<file path="config.mk">
export PLATFORM = sky130hd
export DESIGN_NAME = serial_adder
export DESIGN_NICKNAME = d
export VERILOG_FILES = /design/src/rtl/serial_adder.sv
export SDC_FILE = /design/constraint.sdc
export NUM_CORES = 1
export LEC_CHECK = 0
export ABC_AREA = 1
export BUFFER_PORTS_ARGS = -buffer_cell sky130_fd_sc_hd__clkbuf_2
export CORE_MARGIN = 4
export CORE_UTILIZATION = 48
export DETAILED_ROUTE_END_ITERATION = 10
export PLACE_DENSITY = 0.74
export SYNTH_ARGS = -nofsm -noshare
export SYNTH_HDL_FRONTEND = slang
export SYNTH_SLANG_ARGS = --single-unit
</file>
<file path="constraint.sdc">
create_clock -name clk -period 1 [get_ports clk]
set_input_delay 0.15 -clock clk [delete_from_list [all_inputs] [get_ports clk]]
set_output_delay 0.15 -clock clk [all_outputs]
set_load 0.1 [all_outputs]
</file>
<file path="src/rtl/serial_adder.sv">
// Bit-serial WIDTH-bit adder (LSB first, one full-adder cell) with valid/ready handshakes.
// Optional registered carry_out port is enabled by defining SERIAL_ADDER_CARRY_OUT_EN.
module serial_adder #(
    parameter int WIDTH = 8
) (
    input  logic             clk,
    input  logic             rst,
    input  logic             in_valid,
    output logic             in_ready,
    input  logic [WIDTH-1:0] a_in,
    input  logic [WIDTH-1:0] b_in,
    output logic [WIDTH-1:0] sum,
    output logic             out_valid,
    input  logic             out_ready
`ifdef SERIAL_ADDER_CARRY_OUT_EN
    ,
    output logic             carry_out
`endif
);

    localparam int CW = $clog2(WIDTH);
    localparam logic [CW-1:0] LAST = CW'(WIDTH - 1);

    typedef enum logic [1:0] {
        IDLE,
        BUSY,
        DONE
    } state_t;

    state_t           state_q, state_d;
    logic [WIDTH-1:0] a_q, a_d;
    logic [WIDTH-1:0] b_q, b_d;
    logic [WIDTH-1:0] sum_q, sum_d;
    logic             carry_q, carry_d;
    logic [CW-1:0]    cnt_q, cnt_d;
    logic             s_bit;
    logic             maj;
`ifdef SERIAL_ADDER_CARRY_OUT_EN
    logic             cout_q, cout_d;
`endif

    always_ff @(posedge clk or posedge rst) begin
        if (rst) begin
            state_q <= IDLE;
            a_q     <= '0;
            b_q     <= '0;
            sum_q   <= '0;
            carry_q <= 1'b0;
            cnt_q   <= '0;
        end else begin
            state_q <= state_d;
            a_q     <= a_d;
            b_q     <= b_d;
            sum_q   <= sum_d;
            carry_q <= carry_d;
            cnt_q   <= cnt_d;
        end
    end

`ifdef SERIAL_ADDER_CARRY_OUT_EN
    always_ff @(posedge clk or posedge rst) begin
        if (rst) begin
            cout_q <= 1'b0;
        end else begin
            cout_q <= cout_d;
        end
    end

    assign carry_out = cout_q;
`endif

    assign s_bit = a_q[0] ^ b_q[0] ^ carry_q;
    assign maj   = (a_q[0] & b_q[0]) | (a_q[0] & carry_q) | (b_q[0] & carry_q);

    always_comb begin
        state_d = state_q;
        a_d     = a_q;
        b_d     = b_q;
        sum_d   = sum_q;
        carry_d = carry_q;
        cnt_d   = cnt_q;
`ifdef SERIAL_ADDER_CARRY_OUT_EN
        cout_d  = cout_q;
`endif
        case (state_q)
            IDLE: begin
                if (in_valid) begin
                    a_d     = a_in;
                    b_d     = b_in;
                    carry_d = 1'b0;
                    cnt_d   = '0;
                    state_d = BUSY;
                end
            end
            BUSY: begin
                // Sum bits enter at the MSB so after WIDTH shifts bit 0 lands at sum[0].
                sum_d   = {s_bit, sum_q[WIDTH-1:1]};
                a_d     = {1'b0, a_q[WIDTH-1:1]};
                b_d     = {1'b0, b_q[WIDTH-1:1]};
                carry_d = maj;
                cnt_d   = cnt_q + CW'(1);
                if (cnt_q == LAST) begin
                    state_d = DONE;
`ifdef SERIAL_ADDER_CARRY_OUT_EN
                    cout_d  = maj;
`endif
                end
            end
            DONE: begin
                if (out_ready) begin
                    state_d = IDLE;
                end
            end
            default: state_d = IDLE;
        endcase
    end

    assign in_ready  = (state_q == IDLE);
    assign out_valid = (state_q == DONE);
    assign sum       = sum_q;

endmodule

</file>
# Word level (Yosys, flattened, before mapping)
# Index checks and enable logic that the tools add are counted.
# totals
register_bits	30
output_inout_bits	10
word_cells	36
# classes
add_sub_neg	1
eq_ne	6
n_mux	12
bitwise_logic	7
n_reduce_logical	4
# ops
operator	n
$pmux W8 S2	2
$mux W8	2
$mux W2	3
$pmux W2 S3	1
$pmux W3 S2	1
$ne A2 B2 Y1 const B	2
$add A3 B1 Y3 const B	1
$and A1 B1 Y1	3
$eq A3 B3 Y1 const B	1
$mux W3	1
$reduce_and A3 Y1	1
$eq A2 B1 Y1 const B	1
$eq A2 B2 Y1 const B	1
$logic_not A2 Y1	1
$ne A2 B1 Y1 const B	1
$or A1 B1 Y1	2
$pmux W1 S2	1
$reduce_and A2 Y1	1
$reduce_bool A2 Y1	1
$xor A1 B1 Y1	2
$mux W1	1

# Depth between registers and ports, before layout
# Gate-level depths: netlist of the first run.
# logic_depth
depth_word	4
ltp_mapped	6

# Least setup slack after synthesis of the first run
# No wires, ideal clock.
# synth_path
path_kind	register -> register
startpoint	register state_q[0]
endpoint	register a_q[7]
setup_ns	0.083
t_arrival_ns	2.136
required_ns	0.917
setup_slack_ns	-1.218
stages_incl_launch_ff	5
n_path_buf	1
synth_period_minus_slack_ns	2.218
path_cell_list	dfrtp_1 buf_6 nor2_1 nand3_1 o21ai_0
# synth_between
elab_chain_cells	3
# synth_rtl
element	line_no	rtl
start: declaration	30	state_t state_q, state_d;
start signal: assignment	51	state_q <= state_d;
$logic_not A2 Y1 (*)	--	
named net in_ready	9	output logic in_ready,
$ne A2 B2 Y1 (no source line) or $reduce_bool A2 Y1 (tied branches)	--	
$reduce_and A2 Y1 (no source line)	--	
end signal: assignment	45	a_q <= '0;
end signal: assignment	52	a_q <= a_d;
end: declaration	31	logic [WIDTH-1:0] a_q, a_d;
# Mark *: on every way through the listed nets, which the timed path passes. The rest lies on a longest branch.
# A chain may end at the register's enable or synchronous reset.

# Worst setup path in the final report of the first run
# layout_path
startpoint	register state_q[1]
endpoint	output port in_ready
# layout_between
elab_chain_cells	1
# layout_rtl
element	line_no	rtl
$logic_not A2 Y1	118	assign in_ready = (state_q == IDLE);
end: declaration	9	
# No other way between the ends.

==> flow_results.org, run 1 <==
** Layout
- NumNets Final :: 279
- The area growth from synthesis to layout is 73.8%.
- For this run, the number of standard cells in the final layout without fillers is 299.
- The finished cells cover 0.00260 mm2.
- Of the cells placed in the final design, the portion with a size suffix greater than 1 is 56.8%.
- Final core area utilization :: 90.4%
- 0 antenna diodes ended up in the layout.
- Fill cell count :: 100

** Worst setup path
- Counting both buffers and inverters, the worst setup path holds a total of 2.
- The setup path with the least slack is of type register to primary output.
- STA puts the critical path data required time at 0.85 ns.
- List of cells traversed by the critical path :: buf_6 -> nor2_4 -> buf_12
- Largest delay contributor family on the critical path :: flip-flops
- For the worst setup path, the data arrival time is 1.27 ns.
- Startpoint type of the worst setup path :: register
- Largest stage delay on the critical path :: 0.46 ns
- Type of destination of the critical path :: primary output
- Among all stages on the critical path, the largest delay is contributed by dfrtp_2.
- Critical Path Fanout Max :: 3

** Placement
- Counting tap cells, the placed design contains a total of 267 instances.
- Area of placed instances :: 0.00196 mm2
- Weighted congestion reported at the end of routability-driven placement :: 0.799
- Buffers placed on the I/O ports in this run total 29.
- The wire-length estimate of the detail-placed layout is 2230 um.

** Routing
- Met2 wire len :: 2670 um
- For this run, the detailed router's first-pass iteration total came to 4.
- Max Used Layer :: met4
- First DRT Iteration DRCs :: 109
- After detailed routing, the number of remaining DRC violations is 0.
- Met1 routed wirelength after detailed routing :: 1960 um
- Wires add up to 5380 um.
- Metal3 WL :: 408 um
- In the final routed layout, each cell accounts on average for 18.0 um.
- Dividing the detail-routed via count by the number of cells gives 5.27.
- Antenna viol nets, final :: 0
- Via count :: 1575

** GRT
- The number of global-route vias before repair came to 1589.
- Global Route Usage Sum :: 25.7%
- The total overflow left after global routing is 0.
- Pin count of the biggest net entering global routing :: 17
- The first global-routing pass estimated 7890 um of wire.
- The number of antenna violations at the first check in global routing was 0.

** Power and ir drop
- Across the VDD grid, the largest voltage drop is 0.00246 V.
- Summed over all cells, the static leakage comes to 1.43 nW.
- In this run the power density over the cells is 3780 mW/mm2.

** STA
- The worst pin sits at a relative slew slack of 74.8%.
- Final-report hold violation count :: 0
- Setup TNS after final layout :: -10.16 ns
- Clock skew on the completed layout was measured at 0.0241 ns.
- Final hold slack :: 0.0274 ns
- Crit share post-route :: 142%
- For the pin with the worst max-slew slack, the measured transition is 0.378 ns.
- Least setup slack across all paths after layout :: -0.415 ns
- The final-report max-slew violation count is 0.
- RSZ-0062 raised after global routing :: yes
- Maximum clock rate :: 0.707 GHz
- Minimum period implied by the final worst setup slack :: 1.42 ns
- Setup-violating endpoint count in the final report :: 40

** Floorplan
- 30 I/O pins were placed.
- Initial cell density of the core :: 52.0%
- Chip Height :: 63.8 um
- Die area :: 0.00407 mm2
- Row count :: 19
- In this run the standard cell core region covers 0.00288 mm2.
- Measured along the x axis, the die boundary spans 63.8 um.

** Clock tree
- TritonCTS clock tree :: done
- For the worst-skew pair, the clock arrives at the later sink with an insertion delay of 0.36 ns.
- CTS sink count :: 30
- H-tree depth :: 2
- Number of buffers between clock root and the deepest sink :: 2
- Clock tree synthesis inserted a total of 5 buffers.
- After clock tree synthesis, the clock-pin slew on the worst setup and hold paths is 0.12 ns.
- CTS placed an instance of clkbuf_4 at the clock tree root.

** Synth
- Synthesized instance count :: 190
- Post-Synthesis Net Count :: 213
- Yosys printed 0 warnings.
- Summing the sequential cell areas from Yosys gives 50.2% of the chip area.
- Post-synthesis area per instance :: 7.88 um2
- Seq cells post-synth :: 30
- Summing every instance area after synthesis gives 0.00150 mm2.
- Distinct cell type count of the synthesized netlist :: 18

** Min path
- The worst hold path belongs to the class input pin to register.

** Job
- Max-cap violations in this run came to 0.

** Status
- Status :: complete, but fails checks
- Violated checks :: negative setup slack
==> kinds of logic after synthesis <==
family          share of synthesized area [%]
flops                                    50.2
buf+inv                                  13.4
fa+ha+maj                                3.01
compound gates                           4.26
simple gates                             29.2
==> synthesized netlist by cell type, drive strengths merged <==
cell   instances  area share, %
a21oi          2           0.92
buf            7            4.6
dfrtp         30             50
fa             1            1.3
ha             2            1.7
inv           35            8.8
nand2         85             22
nand3         16            5.4
nor2           4            1.5
o21ai          7            2.8
o31ai          1           0.50
==> stage by stage <==
step | power [mW] | setup WS (ns)
floorplan | 5.21 | -0.352
global placement | 6.53 | -0.0912
detailed placement | 6.66 | -0.126
CTS | 8.75 | -0.357
global route | 10.3 | -0.448
finish | 9.82 | -0.415
==> what timing repair did <==
action	in CTS	in global routing
cloned	3	0
hold endpoints to repair	5	0
buffers inserted	17	3
pin swaps	31	17
gates resized for setup	68	28
endpoints found under the setup margin	40	40
hold buffers	1	0
==> cell type report <==
| type | instances | area [um2] | area share, % |
|---|---|---|---|
| flip-flops and latches | 30 | 766 | 29.4 |
| clock inverters | 1 | 5.00 | 0.192 |
| repair buffers | 64 | 659 | 25.3 |
| clock buffers | 7 | 55.1 | 2.12 |
| inverters | 35 | 139 | 5.34 |
| multi-input cells | 120 | 925 | 35.5 |
| well taps | 42 | 52.6 | 2.02 |
==> power breakdown <==
group	switching (mW)	leakage (nW)	internal [mW]	total (mW)
clock network	0.468	0.0353	0.340	0.809
logic	3.94	1.04	2.79	6.73
registers	0.457	0.358	1.82	2.28
==> sequential cells by signal (all words and copies together), names as in the netlist <==
name     flops
a_q          8
b_q          8
sum          8
cnt_q        3
state_q      2
carry_q      1
==> cell usage in the layout, fill, tap and decap left out, types with 2 or more instances in the layout <==
cell type / synthesis / layout
nand2_8: 0 / 4
buf_6: 5 / 11
buf_12: 0 / 14
nand2_2: 0 / 13
dfrtp_1: 30 / 20
nand3_1: 16 / 2
a21oi_2: 1 / 2
nand2_4: 2 / 17
inv_1: 33 / 33
nor2_4: 1 / 3
buf_4: 1 / 18
o21ai_4: 0 / 3
nand3_2: 0 / 14
clkbuf_4: 0 / 5
nand2_1: 83 / 53
o21ai_2: 2 / 4
clkbuf_2: 0 / 19
dfrtp_2: 0 / 9
==> final timing paths <==
kind                            start    endpoint  slack, ns  cells past startpoint
setup / recovery           state_q[1]    in_ready      -0.42                      3
hold / removal              out_ready  state_q[1]       0.03                      2
setup reg to reg           state_q[1]      a_q[6]      -0.37                      8
hold reg to reg                b_q[1]      b_q[1]       0.49                      2
max in group asynchronous         rst      b_q[4]       0.19                      4
min in group asynchronous         rst      a_q[4]       0.33                      3
==> layer usage <==
| layer | vias to the layer above | GRT usage, % |
|---|---|---|
| li1 | 697 | - |
| met1 | 749 | 29.6 |
| met2 | 92 | 42.7 |
| met3 | 37 | 8.23 |
| met4 | 0 | 13.2 |
| met5 | - | 0 |
Note: power is estimated with default switching activity, not from simulation.
==> run 2: changes to the inputs <==
--- a/config.mk
+++ b/config.mk
@@ -8,9 +8,8 @@
 export ABC_AREA = 1
 export BUFFER_PORTS_ARGS = -buffer_cell sky130_fd_sc_hd__clkbuf_2
 export CORE_MARGIN = 4
-export CORE_UTILIZATION = 48
+export CORE_UTILIZATION = 40
 export DETAILED_ROUTE_END_ITERATION = 10
-export PLACE_DENSITY = 0.74
 export SYNTH_ARGS = -nofsm -noshare
 export SYNTH_HDL_FRONTEND = slang
 export SYNTH_SLANG_ARGS = --single-unit
==> run 2 against run 1 <==
The run still ends with negative setup slack left. Sequential share of layout area up 3.3 points. Utilization down 23 points. Global-route usage down 8.9 points. Worst hold slack better by 0.019 ns. Sequential cell count unchanged. Setup slack better by 0.057 ns. Maximum frequency up 4.2%. Critical path depth unchanged.
==> flow_results.org, run 2 (synthesis gave the netlist of run 1 again) <==
** Status
- The checks that failed: negative setup slack.
- The run finished, with violations left.

** GRT
- Vias in the first global route :: 1413 (-11%)
- The global routing usage summed across all routing layers came to 16.7% (-8.9 points).
- Wire length of the first global-routing pass :: 6590 um (-16%)
- The maximum number of pins on one net before global-route repair was 31 (+14).
- The number of antenna violations at the first check in global routing came to 0 (unchanged).
- The remaining global-route overflow is 0 (unchanged).

** Worst setup path
- Startpoint type of the worst setup path :: register
- The worst setup path is of the register to primary output kind.
- Type of destination of the critical path :: primary output
- Arrival time of the worst setup path :: 1.21 ns (-0.06 ns)
- Endpoint required time on the critical path :: 0.85 ns (about the same)
- Critical Path Fanout Max :: 5 (+2)
- The register-to-register path setup slack is -0.28 ns (+0.09 ns).

** Clock tree
- Clock buffers created by TritonCTS :: 5 (unchanged)
- Number of buffers between clock root and the deepest sink :: 2 (unchanged)
- The root buffer cell chosen for the clock tree is clkbuf_8.
- TritonCTS built the clock tree.
- The H-tree depth reported by CTS is 2 (unchanged).
- Clock network latency to the later pin of the worst-skew pair :: 0.27 ns (-0.09 ns)
- The clock sink count is 30 (unchanged).
- The clock transition at the registers of the reported paths came to 0.07 ns (-0.05 ns).

** STA
- The final clock period utilization by the worst path was 136% (-5.7 points).
- Setup repair after global routing could not meet its margin everywhere.
- The timing-limited maximum frequency came to 0.736 GHz (+4.2%).
- The final setup slack of the worst path came to -0.359 ns (+0.0566 ns).
- Max transition margin :: 84.5% (+9.7 points)
- The worst hold-check slack came to 0.0468 ns (+0.0194 ns).
- Final Max Slew Viols :: 0 (unchanged)
- Worst slew pin tran :: 0.232 ns (-0.146 ns)
- The largest clock skew in the final design is 0.00695 ns (-0.0172 ns).
- The final count of hold timing violations came to 0 (unchanged).
- Setup-violating endpoint count in the final report :: 40 (unchanged)
- The shortest period the worst path allows came to 1.36 ns (-0.0566 ns).

** Placement
- Area of placed instances :: 0.00195 mm2 (-0.13%)
- Port Buf Inserts :: 29 (unchanged)
- The routability-driven placement congestion ratio was 0.818 (+2.4%).
- Detail Placement HPWL :: 2350 um (+5.5%)

** Routing
- The average vias per placed instance is 4.61 (-13%).
- Average routed wire per standard cell :: 12.6 um (-30%)
- First DRT Iteration DRCs :: 115 (+5.5%)
- Antenna viol nets, final :: 0 (unchanged)
- The number of iterations in the first detailed-routing pass is 4 (unchanged).
- The post-detailed-route DRC marker count is 0 (unchanged).
- The total routed wirelength came to 3780 um (-30%).
- The total via count in the routed design is 1382 (-12%).

** Power and ir drop
- Maximum resistive drop on vdd :: 0.00167 V (-32%)
- Leakage power figure :: 1.26 nW (-12%)
- Power Dens Cells :: 3690 mW/mm2 (-2.4%)

** Min path
- The path class of the tightest hold or removal check is input pin to register.

** Job
- # Max-Cap Violations :: 0 (unchanged)

** Floorplan
- The count of boundary I/O pins was 30 (unchanged).
- The total core area was 0.00347 mm2 (+21%).
- The die height was 69.2 um (+8.3%).
- The row count is 21 (+2).
- The overall die area was 0.00478 mm2 (+17%).
- The effective utilization at floorplan was 43.1% (-8.9 points).
- Die width :: 69.2 um (+8.3%)

** Layout
- Leaving out fill and tap cells, the most frequent cell in the layout is nand2_1.
- The net total in the final layout came to 276 (-1.1%).
- Area overhead of the layout relative to synthesis :: 56.4%
- Post-route design area :: 0.00234 mm2 (-10%)
- Share of layout cells above drive strength 1 :: 38.6% (-18 points)
- The count of antenna diodes in the layout is 0 (unchanged).
- Commonest cells after routing, fill and taps aside :: nand2_1, inv_1, dfrtp_1
==> run 2: cell count changes in the layout (fill, tap and decap cells not counted), sizes merged <==
cell	delta
buf	-2
clkinv	+1
inv	-1
nand2	-1
==> run 2: final cells by class <==
cell class	instances	area, um2
Fill cell	280	1130
Sequential cell	30	766
Multi-Input combinational cell	119	649
Timing Repair Buffer	62	641
Inverter	35	136
Clock buffer	7	86.3
Tap cell	46	57.6
Clock inverter	1	5.00
==> run 2: per-stage QoR <==
stage,power (mW),TNS [ns],setup WS [ns],utilization (%),instances
after global routing,9.25,-9.18,-0.396,67.5,300
after CTS,8.36,-4.77,-0.356,65.0,292
after detailed placement,6.64,-2.14,-0.115,56.3,270
final,8.63,-7.34,-0.359,67.5,300
after global placement,6.53,-1.62,-0.100,56.3,270
after floorplan,5.21,-1.79,-0.352,-,190
==> run 2: critical path: stages, from the launching register on <==
cell and delay (ns):
dfrtp_2 0.46, buf_12 0.15, nor2_4 0.14, buf_12 0.18
==> run 2: where the power goes <==
| part | internal (mW) | switching (mW) |
|---|---|---|
| sequential | 1.83 | 0.409 |
| clock | 0.554 | 0.434 |
| combinational | 2.34 | 3.07 |
| total | 4.72 | 3.91 |
==> run 2: worst paths after layout <==
path                         endpoint       start  cells past startpoint
hold / removal             state_q[1]   out_ready                      2
max in group asynchronous      sum[2]         rst                      4
setup / recovery             in_ready  state_q[0]                      3
hold reg to reg                b_q[0]      b_q[0]                      2
min in group asynchronous      sum[5]         rst                      4
setup reg to reg               a_q[2]  state_q[0]                      7
==> run 2: routing by layer <==
| layer | track usage (%) | wire length [um] | vias up |
|---|---|---|---|
| li1 | - | - | 693 |
| met3 | 5.09 | 245 | 4 |
| met5 | 0 | 0 | - |
| met1 | 21.4 | 1570 | 644 |
| met4 | 3.04 | 20 | 0 |
| met2 | 28.2 | 1940 | 41 |
==> run 2: repair_timing <==
item                       CTS  global route
setup endpoints to repair   40            40
hold buffers                 1             0
hold endpoints to repair    30             0
pin swaps                    2             5
setup buffers               10             8
gates cloned                 3             0
gates resized for setup     21             8
==> run 3: changes to the inputs <==
--- a/config.mk
+++ b/config.mk
@@ -10,6 +10,8 @@
 export CORE_MARGIN = 4
 export CORE_UTILIZATION = 40
 export DETAILED_ROUTE_END_ITERATION = 10
+export MAX_ROUTING_LAYER = met4
+export PLACE_DENSITY = 0.72
 export SYNTH_ARGS = -nofsm -noshare
 export SYNTH_HDL_FRONTEND = slang
 export SYNTH_SLANG_ARGS = --single-unit
==> run 3 against run 2 <==
The run still ends with negative setup slack left. Register-to-register slack gained 0.04 ns. Sequential cell count unchanged. Die area stayed put. Setup slack better by 0.040 ns. Via count fell by 2.5%. Combinational power fell by 4.4%. Power decreased by 2.7%. Cell count decreased by 1.3%. Cell area shrank 2.9%. Critical path type unchanged. First-iteration DRC count decreased by 8.7%. Worst hold slack better by 0.0092 ns. Clock-buffer cell count stayed put.
==> flow_results.org, run 3 (synthesis gave the netlist of run 1 again) <==
** Routing
- Vias per std cell :: 4.55 (-1.1%)
- The number of antenna-violating nets in the routed design came to 0 (unchanged).
- Via count :: 1348 (-2.5%)
- The violation count after the first detailed-routing iteration was 105 (-8.7%).
- The number of iterations in the first detailed-routing pass was 4 (unchanged).
- The total routed wirelength was 3500 um (-7.5%).
- The average wire per cell in the routed design is 11.8 um (-6.2%).
- The post-detailed-route DRC marker count is 0 (unchanged).

** Clock tree
- TritonCTS clock tree :: done
- Number of buffers between clock root and the deepest sink :: 2 (unchanged)
- Clock network latency to the later pin of the worst-skew pair :: 0.29 ns (+0.02 ns)
- H-tree depth :: 2 (unchanged)
- In this run the clock root is driven by a clkbuf_8.
- The number of buffers created by CTS came to 5 (unchanged).
- Clk slew on worst S/H paths :: 0.07 ns (about the same)
- The clock sink count came to 30 (unchanged).

** STA
- The final setup slack of the worst path was -0.318 ns (+0.0403 ns).
- The timing-limited maximum frequency came to 0.759 GHz (+3.1%).
- Worst slew pin tran :: 0.219 ns (-0.0124 ns)
- Maximum clock skew at final layout :: 0.00709 ns (+0.000146 ns)
- Setup TNS after final layout :: -6.36 ns (+0.987 ns)
- The final count of hold timing violations was 0 (unchanged).
- The tightest slew margin relative to the limit is 85.2% (+0.70 points).
- RSZ-0062 raised after global routing :: yes
- The final-report max-slew violation count is 0 (unchanged).
- The final clock period utilization by the worst path was 132% (-4.0 points).
- Setup-violating endpoint count in the final report :: 40 (unchanged)
- Minimum period implied by the final worst setup slack :: 1.32 ns (-0.0403 ns)

** Layout
- The number of cells in the finished layout apart from fillers came to 296 (-1.3%).
- Most common cell after layout, fill and taps aside :: nand2_1
- The share of final-layout standard cells stronger than drive strength 1 is 36.0% (-2.6 points).
- The net total in the final layout is 272 (-1.4%).
- The total of fill cells in the finished design was 275 (-1.8%).
- The top cell types in the final layout, fill and taps aside, are nand2_1, inv_1, dfrtp_1.
- The count of antenna diodes in the layout is 0 (unchanged).
- Area overhead of the layout relative to synthesis :: 51.8%

** Worst setup path
- Counting stages on the worst path, the most repeated cell is buf_12.
- STA classifies the critical path startpoint as a register.
- Largest delay contributor family on the critical path :: flip-flops
- The arrival time of the worst setup path is 1.17 ns (-0.04 ns).
- The maximum fanout along the worst path is 3 (-2).
- STA classifies the critical path endpoint as a primary output.
- The critical path buffer and inverter count is 3 (+1).
- The worst setup path is of the register to primary output kind.
- Endpoint required time on the critical path :: 0.85 ns (about the same)
- The signal on the critical path passes through inv_4 -> buf_12 -> nor2_4 -> buf_12.
- The peak per-stage delay on the critical path came to 0.43 ns (-0.03 ns).
- On the critical path, the stage with the largest delay is an instance of dfrtp_2.

** GRT
- Vias in the first global route :: 1303 (-7.8%)
- The global routing usage summed across all routing layers came to 16.5% (-0.26 points).
- The first-pass GRT wire length is 6000 um (-8.9%).
- The maximum number of pins on one net before global-route repair is 31 (unchanged).
- The number of antenna violations at the first check in global routing came to 0 (unchanged).
- The remaining global-route overflow is 0 (unchanged).

** Min path
- The path class of the tightest hold or removal check is input pin to register.

** Placement
- Port Buf Inserts :: 29 (unchanged)
- Pre-CTS WS :: -0.113 ns (+0.00216 ns)
- The HPWL after detailed placement came to 2330 um (-0.67%).
- The routability-driven placement congestion ratio came to 0.799 (-2.3%).
- Placed instance count :: 272 (+0.74%)

** Floorplan
- Area inside the core boundary :: 0.00347 mm2 (unchanged)
- Initial cell density of the core :: 43.1% (unchanged)
- Die area :: 0.00478 mm2 (unchanged)
- The die height came to 69.2 um (unchanged).
- The die width came to 69.2 um (unchanged).
- Row count :: 21 (unchanged)
- Number of I/O pins :: 30 (unchanged)

** Power and ir drop
- The peak supply drop came to 0.00113 V (-32%).
- The leakage power figure is 1.24 nW (-2.0%).
- The cell area power density was 3700 mW/mm2 (+0.28%).

** Status
- Status :: complete, but fails checks
- The checks that failed: negative setup slack.

** Job
- # Max-Cap Violations :: 0 (unchanged)
==> run 3: changes by cell type in the layout (fill, tap and decap cells not counted), moves of 2 or more <==
cell,delta
nand2_4,+2
inv_2,-2
o21ai_1,+2
inv_4,+2
buf_6,-4
o21ai_2,-2
==> run 3: per-stage QoR <==
stage	instance area (um2)	hold WS (ns)	total power, mW	utilization, %
floorplan	1550	0.240	5.21	-
global route	2270	0.0545	8.98	65.5
CTS	2230	0.0411	8.27	64.4
finish	2270	0.0560	8.40	65.5
global placement	1980	0.177	6.63	57.1
detailed placement	1980	0.181	6.75	57.1
==> run 3: per-layer routing <==
layer,track usage [%],up-vias,routed length (um)
li1,-,683,-
met1,20.0,628,1540
met2,25.0,31,1720
met3,5.23,6,166
met4,7.59,0,73
met5,-,-,0
==> run 3: timing repair <==
| item | in CTS | in global routing |
|---|---|---|
| setup endpoints to repair | 40 | 40 |
| endpoints found under the hold margin | 30 | 0 |
| gates cloned | 1 | 1 |
| setup buffers | 13 | 0 |
| pin swaps | 3 | 1 |
| hold buffers | 1 | 0 |
| gates resized for setup | 8 | 11 |
==> run 3: final timing paths <==
kind / from / endpoint / slack [ns] / cells past startpoint
setup / recovery: state_q[1] / out_valid / -0.32 / 4
hold / removal: out_ready / state_q[1] / 0.06 / 2
setup reg to reg: state_q[1] / a_q[2] / -0.24 / 7
hold reg to reg: b_q[1] / b_q[1] / 0.48 / 2
max in group asynchronous: rst / state_q[0] / 0.38 / 4
min in group asynchronous: rst / sum[5] / 0.43 / 4
==> run 3: area by class of cell <==
type	instances	area, um2	area share [%]
flip-flops and latches	30	766	33.7
multi-input cells	119	633	27.9
repair buffers	58	588	25.9
inverters	35	136	6.00
clock buffers	7	86.3	3.80
well taps	46	57.6	2.53
clock inverters	1	5.00	0.220
==> run 3: where the power goes <==
part | switching (mW) | internal (mW) | total (mW)
registers | 0.399 | 1.83 | 2.23
logic | 2.98 | 2.18 | 5.16
clock network | 0.452 | 0.554 | 1.01
